--- src/rtl/mem_data_resp.sv ---
// Word-addressed data memory with a fixed request-to-response latency.
// Single outstanding access; the response is a one-cycle ready strobe qualified by err.
module mem_data_resp #(
  parameter int unsigned DEPTH_WORDS = 64,
  parameter int unsigned LATENCY     = 2
) (
  input  logic        clk,
  input  logic        reset,
  input  logic        req,
  input  logic        wr,
  input  logic [31:0] address,
  input  logic [31:0] W_data,
  output logic [31:0] R_data,
  output logic        ready,
  output logic        err,
  output logic        busy
);

  localparam int unsigned AW       = $clog2(DEPTH_WORDS);
  localparam logic [3:0]  CNT_LOAD = 4'(LATENCY - 1);

  typedef enum logic [1:0] {
    IDLE = 2'd0,
    WAIT = 2'd1,
    RESP = 2'd2
  } state_t;

  state_t        r_state;
  state_t        w_state_next;
  logic [3:0]    r_cnt;
  logic [3:0]    w_cnt_next;

  logic          r_wr;
  logic [31:0]   r_addr;
  logic [31:0]   r_wdata;
  logic [31:0]   r_rdata;
  logic          r_err;

  logic [31:0]   r_mem [DEPTH_WORDS];

  logic          w_idle;
  logic          w_accept;
  logic          w_cur_wr;
  logic [31:0]   w_cur_addr;
  logic [31:0]   w_cur_wdata;
  logic          w_cur_valid;
  logic [AW-1:0] w_cur_idx;
  logic          w_enter_resp;
  logic          w_mem_we;

  assign w_idle   = (r_state == IDLE);
  assign w_accept = w_idle && req;

  // With LATENCY=1 the RESP entry edge is the capture edge, so the live inputs are used there.
  assign w_cur_wr    = w_idle ? wr     : r_wr;
  assign w_cur_addr  = w_idle ? address : r_addr;
  assign w_cur_wdata = w_idle ? W_data : r_wdata;

  assign w_cur_valid = (w_cur_addr[1:0] == 2'b00) && (w_cur_addr[31:2] < 30'(DEPTH_WORDS));
  assign w_cur_idx   = w_cur_addr[AW+1:2];

  assign w_enter_resp = (w_state_next == RESP) && (r_state != RESP);
  assign w_mem_we     = w_enter_resp && w_cur_valid && w_cur_wr;

  always_comb begin
    w_state_next = r_state;
    w_cnt_next   = r_cnt;
    unique case (r_state)
      IDLE: begin
        if (req) begin
          w_cnt_next   = CNT_LOAD;
          w_state_next = (LATENCY == 1) ? RESP : WAIT;
        end
      end
      WAIT: begin
        // Counter hits zero on the same edge that registers RESP.
        w_cnt_next = r_cnt - 4'd1;
        if (r_cnt == 4'd1) begin
          w_state_next = RESP;
        end
      end
      RESP: begin
        w_cnt_next   = 4'd0;
        w_state_next = IDLE;
      end
      default: begin
        w_cnt_next   = 4'd0;
        w_state_next = IDLE;
      end
    endcase
  end

  always_ff @(posedge clk or negedge reset) begin
    if (!reset) begin
      r_state <= IDLE;
      r_cnt   <= 4'd0;
      r_wr    <= 1'b0;
      r_addr  <= 32'd0;
      r_wdata <= 32'd0;
      r_rdata <= 32'd0;
      r_err   <= 1'b0;
    end else begin
      r_state <= w_state_next;
      r_cnt   <= w_cnt_next;
      if (w_accept) begin
        r_wr    <= wr;
        r_addr  <= address;
        r_wdata <= W_data;
      end
      if (w_enter_resp) begin
        r_err   <= !w_cur_valid;
        r_rdata <= (w_cur_valid && !w_cur_wr) ? r_mem[w_cur_idx] : 32'd0;
      end else if (r_state == RESP) begin
        r_err   <= 1'b0;
        r_rdata <= 32'd0;
      end
    end
  end

  // Storage is deliberately left out of reset.
  always_ff @(posedge clk) begin
    if (w_mem_we) begin
      r_mem[w_cur_idx] <= w_cur_wdata;
    end
  end

  assign ready  = (r_state == RESP);
  assign busy   = (r_state != IDLE);
  assign err    = ready && r_err;
  assign R_data = ready ? r_rdata : 32'd0;

endmodule

--- config.mk ---
export PLATFORM = sky130hd
export DESIGN_NAME = mem_data_resp
export DESIGN_NICKNAME = d
export VERILOG_FILES = /design/src/rtl/mem_data_resp.sv
export SDC_FILE = /design/constraint.sdc
export NUM_CORES = 2
export LEC_CHECK = 0
export ABC_AREA = 0
export CORE_MARGIN = 8
export CORE_UTILIZATION = 30
export DETAILED_ROUTE_END_ITERATION = 8
export PLACE_DENSITY_LB_ADDON = 0.08
export SKIP_LAST_GASP = 1
export SYNTH_ARGS = -nofsm -noshare
export SYNTH_HDL_FRONTEND = slang
export SYNTH_SLANG_ARGS = --single-unit
--- constraint.sdc ---
create_clock -name clk -period 4.01 [get_ports clk]
set_input_delay 0.802 -clock clk [delete_from_list [all_inputs] [get_ports clk]]
set_output_delay 0.802 -clock clk [all_outputs]
set_load 0.1 [all_outputs]
# Yosys cells after proc, flatten, opt, wreduce, memory -nomap -nowiden

Memories as Yosys holds them, arrays and structs flattened.
Index checks and enable logic that the tools add are counted.

Bits in registers: 104
Output and inout port bits: 35
Memories kept: 1
Bits in writable memories: 2048
Input bits: 68

Reductions and logical operators: 13
$add $sub $neg: 1
Magnitude comparators: 1
Mux-type cells: 16
Equal/unequal tests: 6

Memory list:

| name  | words | bits a word | read ports | clocked after memory_dff | wr ports | line | RTL |
|---|---|---|---|---|---|---|---|
| r_mem | 64    | 32          | 1          | 0                        | 1        | 39   | `logic [31:0] r_mem [DEPTH_WORDS];` |

Operators with widths:

| operator            | count |
|---|---|
| $mux 32             | 6 |
| $lt 30x7->1 const B | 1 |
| $pmux 4 s2          | 1 |
| $logic_and 1x1->1   | 7 |
| $mux 1              | 5 |
| $eq 2x2->1 const B  | 2 |
| $eq 4x1->1 const B  | 1 |
| $logic_not 2->1     | 2 |
| $mux 2              | 2 |
| $mux 4              | 1 |
| $ne 2x2->1 const B  | 2 |
| $pmux 2 s2          | 1 |
| $reduce_bool 2->1   | 2 |
| $sub 4x1->4 const B | 1 |
| $eq 2x1->1 const B  | 1 |
| $logic_not 1->1     | 2 |

# Logic depth before layout (Yosys ltp)

Depth in word-level cells: 9
Depth in mapped cells: 14
Gate-level depth less buffers: 9

# Worst setup path before layout

OpenSTA, ideal clock, no wires.

Kind: input to register
Start point: in address[2]
End point: mem r_mem[38][0], enable pin
Path buffers: 3
Stages: 7
Library setup time: 0.421 ns
Data required time: 3.589 ns
Slack: -0.195 ns
Arrival: 3.784 ns
Path through: buf_4 -> nor2b_1 -> mux2_2 -> clkbuf_1 -> clkbuf_1 -> nand3_1 -> nor2_1

Word-level cells in the longest chain between the ends: 7

Ends and longest elaborated chain:

| item                            | line | RTL |
|---|---|---|
| start: declaration              | 11   | `input logic [31:0] address,` |
| $mux 32 (*)                     | 56   | `assign w_cur_addr = w_idle ? address : r_addr;` |
| $lt 30x7->1                     | 59   | `assign w_cur_valid = (w_cur_addr[1:0] == 2'b00) && (w_cur_addr[31:2] < 30'(DEPTH_WORDS));` |
| $logic_and 1x1->1               | 59   |  |
| $logic_and 1x1->1 (2 in series) | 63   | `assign w_mem_we = w_enter_resp && w_cur_valid && w_cur_wr;` |
| $mux 1                          | 122  | `if (w_mem_we) begin` |
| $mux 1 (not written as such)    | 123  | `r_mem[w_cur_idx] <= w_cur_wdata;` |
| end: declaration                | 39   |  |

Mark *: on every way between the ends. The rest lies on a longest branch, timed or not.

# Final worst setup path

Start point: reg r_state[0]
End point: reg r_rdata[27]

Word-level cells in the longest chain between the ends: 7

Ends and longest elaborated chain:

| item                                           | line   | RTL |
|---|---|---|
| start: declaration                             | 28     | `state_t r_state;` |
| start signal: assignment                       | 103    | `r_state <= w_state_next;` |
| $logic_not 2->1                                | 51, 68 |  |
| $mux 32                                        | 56     |  |
| $lt 30x7->1 or $logic_not 2->1 (tied branches) | 59     |  |
| $logic_and 1x1->1                              | 59     |  |
| $logic_and 1x1->1                              | 112    | `r_rdata <= (w_cur_valid && !w_cur_wr) ? r_mem[w_cur_idx] : 32'd0;` |
| $mux 32                                        | 112    |  |
| $mux 32                                        | 110    | `if (w_enter_resp) begin` |
| end signal: assignment                         | 112    |  |
| end: declaration                               | 36     | `logic [31:0] r_rdata;` |

Several ways; a longest one is shown, not always the timed one.
A chain may end at the register's enable or synchronous reset.

==> metrics <==
Global Route Usage Sum about a quarter; worst path bufs/invs 3; endpoint class of the critical path flop; post-synth top area cell edfxtp_1; EDFF count, synth ~2000; first-pass GRT wire length 502000 µm; post-detailed-placement half-perimeter wirelength 245000 µm; net count of the finished layout 6210; result of the run complete, no violations; CP top delay family compound AO/OA/AOI/OAI gates; Final Cycle Share ~100%; clock period minus final worst setup slack 3940 ps; RSZ-0062 raised after global routing false; TritonCTS clock tree built; via count of the first global-routing pass 53062; antenna violations before repair 35; detail-routed net length per standard cell 38.3 µm; most used standard cell by instance count after synthesis edfxtp_1; worst endpoint required time 4790 ps; transition at the pin with the smallest max-transition slack 1130 ps; Die Area approximately 290000 µm²; cell count after placement 9466; total core area 271000 µm²; relative contribution of the clock network to total power 25.3%; gpl congestion 0.847; worst hold path class reg -> reg; most frequent cell on the critical path a21oi_1; peak ir drop on the vdd network a little over 500 µV; Cell variety after synth 74; Pwr Density 835 nW/µm²; static leakage 0.0347 µW; WHS Endpoint r_rdata[18]; max-cap check violation count 0; nets in the synthesized netlist 5412; number of buffers created by CTS 236; reg-to-reg startpoint r_state[0]; clk sink count 2152; Arrival @ worst endpoint roughly 4700 ps; routed via count approximately 55000; endpoints failing setup 0; Cell Area, Synth 81700 µm²; number of DRC violations after detailed routing 0; Routed Antenna Nets 0; synthesized instance count ~5300; area growth from synthesis to layout 27.1%; deepest level of the CTS H-tree 4; wire length after detailed routing 380000 µm; list of cells traversed by the critical path nor2_4 > inv_2 > buf_4 > o31ai_2 > nand2_4 > buf_12 > a21oi_1 > or4_1 > a21oi_1 > a22o_1; final hold viol count 0; Seq cells post-synth 2152; setup_tns 0 ps; ranking of synthesized cells by area edfxtp_1 75%, nand2_1 4.3%, dfrtp_1 3.2%, o22ai_1 3.2%, a21oi_1 1.6%; max-slew violation count 0; number of non-filler instances in the completed layout slightly below 10000; delay of the slowest cell on the worst path 580 ps; cell internal power dissipation 52900 µW; grt ovf 0; Crit Path Max Fanout 24; Post-synth ARST share about 4.8%; clock-pin slew on the worst setup and hold paths 60 ps; CTS Buffer Depth 3; type of element launching the critical path flop; dominant register cell in the synthesized netlist edfxtp_1; first-iteration detailed-routing DRC count 7214; Flop pwr share about a third; number of warnings printed during yosys synthesis 0; share of the synthesized area in the top cell type 75.3%; worst-path cell with the longest stage delay dfrtp_1; detailed-routing iteration count for the pre-antenna-repair pass 5; post-DR vias/cell 5.56; initial core utilization 30.2%; Synth Area per Inst ~15 µm²; relative contribution of combinational cells to total power 40.0%; Worst R2R End r_rdata[27]; Rows 191; register-to-register setup slack 70 ps; vertical die dimension between 500 and 600 µm; IO buf count between 100 and 150; fraction of final layout cells sized beyond drive strength 1 21.8%; worst setup path startpoint r_state[0]; Worst-Skew Late Latency approximately 900 ps; sw power around 34000 µW; horizontal die dimension roughly 540 µm; number of cells on the worst hold path 2; register area share after synthesis 78.5%; depth of the worst register-to-register path 10; maximum clock frequency 254 MHz; worst clock skew on the final layout 81.8 ps; switching part of the total power about two fifths; Slew headroom 24.9%; hold path startpoint r_rdata[18]; root buffer cell clkbuf_16; pin count of the biggest net entering global routing 65; category of the most critical setup path reg -> reg; synth cell count leaders 2048 x edfxtp_1, 925 x nand2_1, 416 x o22ai_1, 258 x a21oi_1, 204 x nor2_1; number of top-level design ports 103
-- stage by stage --
stage | power (µW) | instance area, µm² | utilization [%] | hold slack, ps | worst slack [ps]
2_1_floorplan | 44900 | 81700 | - | 430 | -195
3_3_place_gp | 64800 | 95900 | 35.4 | 451 | -556
3_5_place_dp | 64800 | 95900 | 35.4 | 454 | -586
4_1_cts | 86700 | 104000 | 38.3 | 446 | 108
5_1_grt | 89000 | 104000 | 38.3 | 467 | 24.2
6_report | 86600 | 104000 | 38.3 | 462 | 72.9
-- worst reg2reg max path, cell delays in order (launching register included) --
cell	delay [ps]
dfrtp_1	580
nor2_4	360
inv_2	270
buf_4	280
o31ai_2	410
nand2_4	350
buf_12	460
a21oi_1	440
or4_1	330
a21oi_1	140
a22o_1	220
-- flip-flops by register name (all words and copies together) (netlist names) --
signal	cells
r_state	2
r_cnt	4
r_mem	2048
r_wr	1
r_addr	32
r_wdata	32
r_err	1
r_rdata	32
-- layout by cell type, fill, tap and decap left out, types with 25 or more instances in the layout --
master,instances
nor4_1,64
a21oi_1,258
nand2_2,33
nand2_1,882
clkbuf_16,238
nor2_4,67
a22oi_1,25
o221ai_1,43
clkbuf_8,25
dfrtp_1,104
buf_4,531
mux2i_1,88
nand3_1,145
o22ai_1,416
a32oi_1,141
clkbuf_1,59
edfxtp_1,2048
mux2_2,71
nor3_1,66
o21ai_0,44
and2_1,39
clkinv_2,39
clkinv_1,38
a31oi_1,103
buf_12,298
clkdlybuf4s50_1,66
nor2_1,139
-- logic make-up after synthesis --
logic type / count (synthesis) / synth area share [%]
DFF: 2152 / 78.5
and+or+nand+nor: 1505 / 7.83
AOI/OAI and AO/OA: 1167 / 9.53
buffers and inverters: 351 / 1.97
muxes: 163 / 2.12
xor gates and xnor gates: 2 / 0.0215
adders and majority gates: 2 / 0.0306
-- worst max-delay path by stage --
| stage | to | slack (ps) | cells after the start |
|---|---|---|---|
| floorplan | r_mem[38][0] | -200 | 7 |
| global placement | r_rdata[8] | -560 | 14 |
| detailed placement | r_rdata[8] | -590 | 14 |
| CTS | r_rdata[29] | 110 | 11 |
| global route | r_rdata[8] | 20 | 11 |
| finish | r_rdata[27] | 70 | 10 |
-- what timing repair did --
item	4_1_cts	5_1_grt
hold buffers	1	0
setup endpoints to repair	31	15
gates resized for setup	3	0
hold endpoints to repair	35	0
pin swaps	0	1
setup buffers	1	4
-- area by class of cell --
cell class,count,area (µm²)
Inverter,14,52.6
Tap cell,3570,4470
Multi-Input combinational cell,2839,16700
Sequential cell,2152,64100
Timing Repair Buffer,897,10600
Antenna cell,6,15.0
Clock inverter,122,1300
Fill cell,25258,167000
Clock buffer,322,6520
-- power groups by stage --
| stage | registers [µW] | logic, µW | clock network [µW] |
|---|---|---|---|
| 4_1_cts | 30100 | 34400 | 22300 |
| 2_1_floorplan | 30700 | 14200 | 0 |
| 6_report | 30100 | 34600 | 21900 |
| 3_3_place_gp | 30500 | 34300 | 0 |
| 3_5_place_dp | 30500 | 34200 | 0 |
| 5_1_grt | 30100 | 35800 | 23100 |
-- routing by layer --
layer  track usage (%)  share of wire, %
met5                 0                 0
met4              6.87               3.0
met3              3.07               6.0
met2              42.0                47
met1              36.3                44
Note: power is estimated with default switching activity, not from simulation.
